$ cat config.mk
export PLATFORM = sky130hd
export DESIGN_NAME = alu_acc_sequencer_flat
export DESIGN_NICKNAME = d
export VERILOG_FILES = /design/src/rtl/alu_acc_sequencer_if.sv /design/src/rtl/alu_acc_sequencer.sv /design/src/flat_wrapper.sv
export SDC_FILE = /design/constraint.sdc
export NUM_CORES = 1
export LEC_CHECK = 0
export CORE_MARGIN = 10
export CORE_UTILIZATION = 37
export CTS_BUF_LIST = sky130_fd_sc_hd__clkbuf_8
export DETAILED_ROUTE_END_ITERATION = 7
export MAX_ROUTING_LAYER = met4
export PLACE_DENSITY = 0.59
export SLEW_MARGIN = 25
export SYNTH_ARGS = -nofsm -noshare
export SYNTH_HDL_FRONTEND = slang
export SYNTH_SLANG_ARGS = --single-unit
$ cat constraint.sdc
create_clock -name clk -period 2.9 [get_ports clk]
set_input_delay 0.435 -clock clk [delete_from_list [all_inputs] [get_ports clk]]
set_output_delay 0.435 -clock clk [all_outputs]
set_load 0.02 [all_outputs]
$ cat src/rtl/alu_acc_sequencer_if.sv
// Command/result handshake bundle between a command source and alu_acc_sequencer.
// The master issues commands and consumes results; the slave is the sequencer.
interface alu_acc_sequencer_if;
  logic       cmd_valid;
  logic       cmd_ready;
  logic [1:0] cmd_type;
  logic [3:0] cmd_sel;
  logic       cmd_ci;
  logic [1:0] cmd_src;
  logic [1:0] cmd_dst;
  logic [3:0] cmd_imm;
  logic [1:0] cmd_cnt;
  logic       res_valid;
  logic       res_ready;
  logic [3:0] res_data;
  logic [2:0] res_flags;

  modport master (
    output cmd_valid, cmd_type, cmd_sel, cmd_ci, cmd_src, cmd_dst, cmd_imm, cmd_cnt,
    output res_ready,
    input  cmd_ready, res_valid, res_data, res_flags
  );

  modport slave (
    input  cmd_valid, cmd_type, cmd_sel, cmd_ci, cmd_src, cmd_dst, cmd_imm, cmd_cnt,
    input  res_ready,
    output cmd_ready, res_valid, res_data, res_flags
  );
endinterface

$ cat src/rtl/alu_acc_sequencer.sv
// Accumulator/register/flag stage feeding an external combinational 4-bit ALU,
// with repeated ALU execution and a backpressured result handshake.
module alu_acc_sequencer #(
  parameter int unsigned NREG = 4
) (
  input  logic                  clk,
  input  logic                  rst_n,
  alu_acc_sequencer_if.slave    bus,
  output logic [3:0]            alu_sel,
  output logic [3:0]            alu_a,
  output logic [3:0]            alu_b,
  output logic                  alu_ci,
  output logic                  alu_ir,
  output logic                  alu_il,
  input  logic [3:0]            alu_f,
  input  logic                  alu_co
);

  typedef enum logic [1:0] {IDLE, EXEC, DONE} state_t;
  typedef enum logic [1:0] {CMD_ALU = 2'b00, CMD_LDR = 2'b01, CMD_LDA = 2'b10, CMD_STA = 2'b11} cmd_t;

  state_t     state, state_nxt;
  cmd_t       type_q;
  logic [3:0] ac;
  logic [3:0] regs [NREG];
  logic       c, z, n;
  logic [1:0] src_q;
  logic [1:0] cnt_q;
  logic [3:0] imm_q;
  logic       accept;
  logic       c_nxt;

  assign accept = bus.cmd_valid && (state == IDLE);

  always_ff @(posedge clk or negedge rst_n) begin
    if (!rst_n) state <= IDLE;
    else        state <= state_nxt;
  end

  always_comb begin
    state_nxt = state;
    case (state)
      IDLE: if (accept) state_nxt = (cmd_t'(bus.cmd_type) == CMD_ALU) ? EXEC : DONE;
      EXEC: if (cnt_q == 2'd0) state_nxt = DONE;
      DONE: if (bus.res_ready) state_nxt = IDLE;
      default: state_nxt = IDLE;
    endcase
  end

  // Carry source depends on the ALU function class; shifts take the bit shifted out.
  always_comb begin
    c_nxt = 1'b0;
    case (alu_sel[3:2])
      2'b00: c_nxt = alu_co;
      2'b01: c_nxt = 1'b0;
      2'b10: c_nxt = ac[0];
      2'b11: c_nxt = ac[3];
      default: c_nxt = 1'b0;
    endcase
  end

  always_ff @(posedge clk or negedge rst_n) begin
    if (!rst_n) begin
      ac      <= '0;
      c       <= 1'b0;
      z       <= 1'b0;
      n       <= 1'b0;
      alu_sel <= '0;
      alu_ci  <= 1'b0;
      src_q   <= '0;
      cnt_q   <= '0;
      imm_q   <= '0;
      type_q  <= CMD_ALU;
      for (int unsigned i = 0; i < NREG; i++) regs[i] <= '0;
    end else if (accept) begin
      type_q  <= cmd_t'(bus.cmd_type);
      alu_sel <= bus.cmd_sel;
      alu_ci  <= bus.cmd_ci;
      src_q   <= bus.cmd_src;
      cnt_q   <= bus.cmd_cnt;
      imm_q   <= bus.cmd_imm;
      case (cmd_t'(bus.cmd_type))
        CMD_LDR: regs[bus.cmd_dst] <= bus.cmd_imm;
        CMD_LDA: ac                <= regs[bus.cmd_src];
        CMD_STA: regs[bus.cmd_dst] <= ac;
        default: ;
      endcase
    end else if (state == EXEC) begin
      ac <= alu_f;
      c  <= c_nxt;
      z  <= (alu_f == 4'd0);
      n  <= alu_f[3];
      if (cnt_q != 2'd0) cnt_q <= cnt_q - 2'd1;
    end
  end

  assign alu_a  = ac;
  assign alu_b  = regs[src_q];
  assign alu_ir = c;
  assign alu_il = c;

  assign bus.cmd_ready = (state == IDLE);
  assign bus.res_valid = (state == DONE);
  assign bus.res_data  = (type_q == CMD_LDR) ? imm_q : ac;
  assign bus.res_flags = {c, z, n};

endmodule

$ cat src/flat_wrapper.sv
// flat-port wrapper written by rule: the top's interface ports become plain ports
module alu_acc_sequencer_flat 
#(
  parameter int unsigned NREG = 4
)
  (clk, rst_n, alu_sel, alu_a, alu_b, alu_ci, alu_ir, alu_il, alu_f, alu_co, bus_cmd_valid, bus_cmd_type, bus_cmd_sel, bus_cmd_ci, bus_cmd_src, bus_cmd_dst, bus_cmd_imm, bus_cmd_cnt, bus_res_ready, bus_cmd_ready, bus_res_valid, bus_res_data, bus_res_flags);
  alu_acc_sequencer_if bus_i ();
  input  logic clk;
  input  logic rst_n;
  output logic [3:0] alu_sel;
  output logic [3:0] alu_a;
  output logic [3:0] alu_b;
  output logic alu_ci;
  output logic alu_ir;
  output logic alu_il;
  input  logic [3:0] alu_f;
  input  logic alu_co;
  input wire logic [$bits(bus_i.cmd_valid)-1:0] bus_cmd_valid;
  input wire logic [$bits(bus_i.cmd_type)-1:0] bus_cmd_type;
  input wire logic [$bits(bus_i.cmd_sel)-1:0] bus_cmd_sel;
  input wire logic [$bits(bus_i.cmd_ci)-1:0] bus_cmd_ci;
  input wire logic [$bits(bus_i.cmd_src)-1:0] bus_cmd_src;
  input wire logic [$bits(bus_i.cmd_dst)-1:0] bus_cmd_dst;
  input wire logic [$bits(bus_i.cmd_imm)-1:0] bus_cmd_imm;
  input wire logic [$bits(bus_i.cmd_cnt)-1:0] bus_cmd_cnt;
  input wire logic [$bits(bus_i.res_ready)-1:0] bus_res_ready;
  output wire logic [$bits(bus_i.cmd_ready)-1:0] bus_cmd_ready;
  output wire logic [$bits(bus_i.res_valid)-1:0] bus_res_valid;
  output wire logic [$bits(bus_i.res_data)-1:0] bus_res_data;
  output wire logic [$bits(bus_i.res_flags)-1:0] bus_res_flags;
  assign bus_i.cmd_valid = bus_cmd_valid;
  assign bus_i.cmd_type = bus_cmd_type;
  assign bus_i.cmd_sel = bus_cmd_sel;
  assign bus_i.cmd_ci = bus_cmd_ci;
  assign bus_i.cmd_src = bus_cmd_src;
  assign bus_i.cmd_dst = bus_cmd_dst;
  assign bus_i.cmd_imm = bus_cmd_imm;
  assign bus_i.cmd_cnt = bus_cmd_cnt;
  assign bus_i.res_ready = bus_res_ready;
  assign bus_cmd_ready = bus_i.cmd_ready;
  assign bus_res_valid = bus_i.res_valid;
  assign bus_res_data = bus_i.res_data;
  assign bus_res_flags = bus_i.res_flags;
  alu_acc_sequencer #(.NREG(NREG)) u_core (.clk(clk), .rst_n(rst_n), .bus(bus_i), .alu_sel(alu_sel), .alu_a(alu_a), .alu_b(alu_b), .alu_ci(alu_ci), .alu_ir(alu_ir), .alu_il(alu_il), .alu_f(alu_f), .alu_co(alu_co));
endmodule
==> qor.txt, run 1 <==
final setup TNS: 0 ns
DP HPWL: 3870 um
root buf cell: clkbuf_8
commonest non-fill, non-tap cell in the layout: clkdlybuf4s50_1
CTS tree: done
RSZ-0062 raised after global routing: false
CORE AREA: 0.00520 mm2
Die Y: 93.7 um
Max Fanout on Critical Path: 5
CTS sink cnt: 40
Remaining DRCs: 0
Synth cell types: 26
Port Buf Inserts: 49
Peak Freq: 422 MHz
routed length per placed instance: 19.2 um
Clk pin slew, worst setup/hold paths: 0.08 ns
syn avg cell area: 13.9 um2
worst-path cell chain: mux4_2, clkdlybuf4s50_1
Pre-Repair DR Iteration Count: 4
final cell count without fillers: 263
via count: 1353
post-CTS setup buffers: 0
Max-Cap Viols: 0
std cell rows: 26
Finished Core Util: 0.508
final hold violation count: 0
Total Power: 2760 uW
GRT overflow: 0
worst vdd ir: 0.000503 V
P per Cell Area: 1040 mW/mm2
Final Max Slew Viols: 0
Ports: 50
clock skew: 0.00585 ns
crit path time final: 2.37 ns
CTS buffer count: 5
drt first-iter violations: 26
register area share after synthesis: 0.498
largest net degree at the start of global routing: 41
Worst Path Arrival: 1.94 ns
worst skew pair latency: 0.29 ns
Yosys top cell by area: dfrtp_1
Worst Path Required: 2.47 ns
first-pass GRT wire length: 8160 um
worst hold path class: primary input to asynchronous set/reset pin
Via density: 5.14
Starting Density: 0.387
mapped cell area: 0.00201 mm2
Tightest Pin Transition: 0.690 ns
share of Yosys cell area claimed by the top area cell type: 0.498
Nets: 220
final WL: 5050 um
slew margin rel.: 0.539
gr usage total: 0.124
Die ar.: 0.00879 mm2
post-cts repair resize count: 0
H-Tree Level Count: 2
Final ANT Viol Nets: 0
Final Cycle Share: 0.817
Post-Syn Instances: 145
placed insts: 255
most frequent cells in the layout: clkdlybuf4s50_1 (48), mux2_2 (42), dfrtp_1 (40), mux4_2 (8), clkbuf_8 (7)
initial antenna violation count: 0
WS Path Type: flop to primary output
Startpoint Class: flop
Synth Register Bits: 40
delay of the slowest critical-path stage: 0.56 ns
final setup fails: 0
Die W: 93.7 um
area delta synth->final: 31.5%
Net Count, Synth: 172
layout cells sized above 1: 0.332
hold_buf cts: 0
GPL Wtd Cong: 0.757
vias in the first global route: 1497
Leak: 0.00106 uW
WHS: 0.0495 ns
largest cells by area after synthesis: dfrtp_1 (50%), mux2_2 (24%), mux4_2 (9.0%)
ANT cells: 0
CP Capture Type: primary output
Max stage delay cell, worst path: clkdlybuf4s50_1
clk buf depth: 2
status: completed
Syn. warnings: 0
==> layer usage <==
layer | global-route usage | vias to the layer above | wire length (um)
met2 | 0.210 | 33 | 2540
met5 | - | - | 0
met4 | 0.0342 | 0 | 55
li1 | - | 630 | -
met1 | 0.136 | 685 | 2140
met3 | 0.0392 | 5 | 317
==> cell families (layout without fill, tap and decap cells) <==
logic type      after synthesis  count (layout)  share of synthesized area
mux                          54              54                      0.345
flops                        40              40                      0.498
simple gates                 25              25                     0.0821
buf+inv                      13              61                     0.0367
compound gates               11              11                     0.0286
fa+ha+maj                     1               1                    0.00622
xor+xnor                      1               1                    0.00435
==> report_power, final <==
| group | total [uW] | switching, uW | internal [uW] |
|---|---|---|---|
| clock network | 403 | 191 | 212 |
| registers | 1030 | 221 | 812 |
| logic | 1320 | 561 | 763 |
==> path summary, 6_finish.rpt <==
path	startpoint	end	slack [ns]	depth (start not counted)
worst min register to register	u_core.alu_ci$_DFFE_PN0P_	u_core.alu_ci$_DFFE_PN0P_	0.51	1
worst max-delay path	u_core.src_q[0]$_DFFE_PN0P_	alu_b[2]	0.53	2
min in group clk	u_core.alu_ci$_DFFE_PN0P_	u_core.alu_ci$_DFFE_PN0P_	0.51	1
worst max register to register	u_core.state[0]$_DFFE_PN0P_	u_core.regs[7]$_DFFE_PN0P_	1.19	3
worst min-delay path	rst_n	u_core.state[0]$_DFFE_PN0P_	0.05	1
max in group asynchronous	rst_n	u_core.regs[11]$_DFFE_PN0P_	2.38	2
==> critical path: cells and delay by family (launching register included) <==
family | cells | cell delay [ns]
mux | 1 | 0.55
buf+inv | 1 | 0.56
flops | 1 | 0.53
==> cells in the mapped netlist (all sizes together) <==
library cell and number:
nor2 4, nor3b 2, and4bb 2, nand2 4, a21oi 6, nor3 4, nor2b 2, clkbuf 1
or2 1, nor4 1, mux4 8, o21ai 4, a22oi 1, nand4 1, mux2 42, dfrtp 40
nand2b 1, mux2i 4, xnor2 1, nor4b 1, nand4b 2, ha 1, inv 3, buf 9
==> layout make-up <==
type / instances / area [um2]
inverter: 3 / 11.3
timing repair buffer: 51 / 513
tap: 70 / 87.6
sequential: 40 / 1000
fill: 479 / 2560
multi-input combinational: 92 / 937
clock buffer: 7 / 96.3
==> sequential cells by signal, indices dropped and copies added (netlist names), 2 cells and up <==
| name | cells |
|---|---|
| u_core.alu_a | 4 |
| u_core.alu_sel | 4 |
| u_core.cnt_q | 2 |
| u_core.imm_q | 4 |
| u_core.regs | 16 |
| u_core.src_q | 2 |
| u_core.state | 2 |
| u_core.type_q | 2 |
==> stage by stage <==
| stage | cell area, um2 | setup WS (ns) |
|---|---|---|
| detailed placement | 2530 | 0.747 |
| global placement | 2530 | 0.767 |
| CTS | 2630 | 0.484 |
| floorplan | 2010 | 1.37 |
| finish | 2650 | 0.529 |
| global route | 2650 | 0.401 |
Power figures use the tool's default switching activity.
==> run 2: changes to the inputs <==
PLACE_DENSITY = 0.61   (was 0.59)
clock period = 1.9 ns   (was 2.9 ns; I/O delays follow)
==> qor.txt, run 2 (synthesis results as in run 1) <==
largest net degree at the start of global routing: 41
P per Cell Area: 1560 mW/mm2
switching portion of total power: 0.357
Reg power frac: 0.373
Storage cell area: 0.00100 mm2
Final Cycle Share: 0.964
Nets: 228
Max Fanout on Critical Path: 5
Largest Register: u_core.regs
Leak: 0.00111 uW
R2R Path End: u_core.regs[11]$_DFFE_PN0P_
via count: 1392
Max-Cap Viols: 0
slew margin rel.: 0.741
layout cells sized above 1: 0.386
final setup TNS: 0 ns
Max stage delay cell, worst path: mux4_2
Worst Path Required: 1.62 ns
critical path buffer and inverter count: 1
R2R Setup Slk: 0.25 ns
post-route cell area: 0.00271 mm2
Tightest Pin Transition: 0.388 ns
std cell rows: 26
CORE AREA: 0.00520 mm2
Remaining DRCs: 0
initial antenna violation count: 0
most frequent cells in the layout: mux2_2 (42), clkdlybuf4s50_1 (40), dfrtp_1 (38), mux4_2 (8), buf_4 (8)
CP Capture Type: primary output
Worst Path Arrival: 1.55 ns
H-Tree Level Count: 2
Via density: 5.12
worst vdd ir: 0.000739 V
placed insts: 262
max reg flops: 16
Die ar.: 0.00879 mm2
first-pass GRT wire length: 8480 um
clk buf depth: 2
Peak Freq: 546 MHz
setup ws final: 0.0679 ns
placed cell areas: 0.00259 mm2
fill count: 454
final WL: 5180 um
internal power consumption: 2720 uW
DP HPWL: 3960 um
CTS tree: done
drt first-iter violations: 87
crit path from: u_core.src_q[0]$_DFFE_PN0P_
delay of the slowest critical-path stage: 0.53 ns
Pre-Repair DR Iteration Count: 4
area delta synth->final: 34.5%
r2r worst-path depth: 3
final hold violation count: 0
status: completed
worst skew pair latency: 0.29 ns
Startpoint Class: flop
setup slack at placement: -0.0524 ns
Final ANT Viol Nets: 0
Gate power share: 0.467
Clk pin slew, worst setup/hold paths: 0.08 ns
Die W: 93.7 um
commonest non-fill, non-tap cell in the layout: mux2_2
Final Max Slew Viols: 0
crit path time final: 1.83 ns
routed length per placed instance: 19.0 um
CTS sink cnt: 40
final setup fails: 0
gr usage total: 0.127
GPL Wtd Cong: 0.782
Port Buf Inserts: 49
Ports: 50
root buf cell: clkbuf_8
WHS: 0.496 ns
ANT cells: 0
worst-path cell chain: mux4_2, clkdlybuf4s15_2
final cell count without fillers: 272
clock skew: 0.00211 ns
Starting Density: 0.387
CTS buffer count: 5
WS Path Type: flop to primary output
worst hold path class: primary input to asynchronous set/reset pin
vias in the first global route: 1535
area of the multi-input gates: 940 um2
R2R Path Start: u_core.state[0]$_DFFE_PN0P_
clock share of power: 0.159
GRT overflow: 0
P_sw: 1510 uW
critical path's top delay family: multiplexers
Die Y: 93.7 um
## run 2: layout make-up
class | count | share of cell area
clock buffer | 5 | 0.0254
clock inverter | 3 | 0.0143
inverter | 3 | 0.00416
multi-input combinational | 92 | 0.347
sequential | 40 | 0.371
tap | 70 | 0.0324
timing repair buffer | 59 | 0.206
## run 2: per-layer routing
metal  vias up  track usage  wire length [um]  part of all wire
met2        41        0.207              2660              0.51
li1        644            -                 -                 -
met5         -            -                 0                 0
met1       701        0.150              2180              0.42
met4         0       0.0367                40            0.0077
met3         6       0.0368               298             0.058
## run 2: worst register-to-register path: cells and delay by family, from the launching register on
kind | cells | cell delay (ns)
mux | 1 | 0.39
flops | 1 | 0.48
simple gates | 2 | 0.68
## run 2: how the worst max path moves through the flow
stage / cells past startpoint / end
after floorplan: 4 / u_core.regs[12]$_DFFE_PN0P_
after global routing: 3 / alu_b[1]
final: 2 / alu_b[2]
after global placement: 2 / alu_b[3]
after detailed placement: 4 / u_core.regs[11]$_DFFE_PN0P_
after CTS: 2 / alu_b[0]
## run 2: metrics by stage
step / util / total power [uW]
2_1_floorplan: - / 2790
3_3_place_gp: 0.499 / 3600
3_5_place_dp: 0.499 / 3680
4_1_cts: 0.521 / 4310
5_1_grt: 0.520 / 4500
6_report: 0.520 / 4230
## run 2: what timing repair did
action,in CTS,in global routing
hold buffers,1,0
buffers inserted,0,1
endpoints found under the setup margin,8,5
gates resized for setup,15,4
endpoints found under the hold margin,40,0
pin swaps,0,0
## run 2: power by group through the flow
stage          Combinational, uW  Sequential (uW)  Clock, uW
2_1_floorplan               1200             1590          0
3_3_place_gp                2040             1550          0
3_5_place_dp                2080             1590          0
4_1_cts                     2020             1580        702
5_1_grt                     2120             1640        737
6_report                    1980             1580        673
==> run 3: changes to the inputs <==
PLACE_DENSITY = 0.59   (was 0.61)
clock period = 1.8 ns   (was 1.9 ns; I/O delays follow)
==> qor.txt, run 3 (synthesis results as in run 1) <==
DP HPWL: 4110 um
largest net degree at the start of global routing: 41
vias in the first global route: 1546
Port Buf Inserts: 49
Clk pin slew, worst setup/hold paths: 0.08 ns
max reg flops: 16
Max Fanout on Critical Path: 4
crit path time final: 1.75 ns
Via density: 5.09
clock skew: 0.00640 ns
initial antenna violation count: 0
fill count: 467
CORE AREA: 0.00520 mm2
Final Cycle Share: 0.971
worst vdd ir: 0.000682 V
via count: 1404
layout cells sized above 1: 0.408
post-CTS setup buffers: 0
critical path buffer and inverter count: 1
Ports: 50
final hold violation count: 0
GRT overflow: 0
critical path's top delay family: flip-flops
Die Y: 93.7 um
Max stage delay cell, worst path: dfrtp_1
H-Tree Level Count: 2
Startpoint Class: flop
Final Max Slew Viols: 0
Pre-Repair DR Iteration Count: 4
root buf cell: clkbuf_8
Leak: 0.00114 uW
Worst Path Required: 1.53 ns
worst hold path class: primary input to asynchronous set/reset pin
GPL Wtd Cong: 0.782
Die ar.: 0.00879 mm2
Tightest Pin Transition: 0.499 ns
setup slack at placement: -0.0797 ns
CTS buffer count: 5
R2R Setup Slk: 0.17 ns
setup ws final: 0.0518 ns
final WL: 5110 um
drt first-iter violations: 27
Total Power: 4380 uW
final setup fails: 0
ANT cells: 0
Final ANT Viol Nets: 0
slew margin rel.: 0.668
Largest Register: u_core.regs
delay of the slowest critical-path stage: 0.41 ns
WS Path Type: flop to primary output
Die W: 93.7 um
Starting Density: 0.387
clk buf depth: 2
area delta synth->final: 35.8%
Nets: 233
first-pass GRT wire length: 8420 um
worst skew pair latency: 0.29 ns
status: completed
Peak Freq: 572 MHz
worst-path cell chain: nand2b_4, mux2_2, dlygate4sd2_1
routed length per placed instance: 18.5 um
gr usage total: 0.125
CTS tree: done
most frequent cells in the layout: mux2_2 (42), clkdlybuf4s50_1 (38), dfrtp_1 (38), buf_4 (13), mux4_2 (8)
Worst Path Arrival: 1.48 ns
post-route cell area: 0.00273 mm2
placed cell areas: 0.00266 mm2
std cell rows: 26
RSZ-0062 raised after global routing: false
CP Capture Type: primary output
CTS sink cnt: 40
commonest non-fill, non-tap cell in the layout: mux2_2
Max-Cap Viols: 0
Remaining DRCs: 0
P per Cell Area: 1600 mW/mm2
run 3: metrics by stage:
stage	hold slack (ns)	TNS [ns]	cells	util
CTS	0.0479	0	276	0.524
floorplan	-0.0256	0	145	-
finish	0.0280	0	276	0.525
global route	0.0661	0	276	0.525
detailed placement	0.360	-1.29	269	0.511
global placement	0.353	-0.935	269	0.511
run 3: worst paths after layout:
path	from	to	depth (start not counted)
worst min register to register	u_core.n$_DFFE_PN0P_	u_core.n$_DFFE_PN0P_	1
worst max-delay path	u_core.type_q[0]$_DFFE_PN0P_	bus_res_data[2]	3
min in group clk	u_core.n$_DFFE_PN0P_	u_core.n$_DFFE_PN0P_	1
max in group asynchronous	rst_n	u_core.src_q[0]$_DFFE_PN0P_	2
worst min-delay path	rst_n	u_core.imm_q[2]$_DFFE_PN0P_	2
worst max register to register	u_core.cnt_q[0]$_DFFE_PN0P_	u_core.cnt_q[1]$_DFFE_PN0P_	5
run 3: timing repair:
item,in CTS,in global routing
gates resized for setup,25,2
setup endpoints to repair,9,2
hold buffers,0,0
run 3: cell type report:
type	count	area (um2)	area share
inverter	3	11.3	0.00412
clock buffer	5	68.8	0.0252
clock inverter	2	12.5	0.00458
multi-input combinational	92	945	0.346
timing repair buffer	64	604	0.221
tap	70	87.6	0.0321
sequential	40	1000	0.367
run 3: power breakdown:
| part | internal [uW] | leakage [uW] | switching, uW |
|---|---|---|---|
| sequential | 1310 | 0.000474 | 335 |
| combinational | 1200 | 0.000629 | 958 |
| clock | 263 | 0.0000400 | 308 |
| total | 2780 | 0.00114 | 1600 |
run 3: metal layers:
layer | wire length (um) | GRT usage | vias up
li1 | - | - | 651
met1 | 2270 | 0.151 | 707
met2 | 2540 | 0.203 | 40
met3 | 252 | 0.0320 | 6
met4 | 44 | 0.0304 | 0
met5 | 0 | - | -
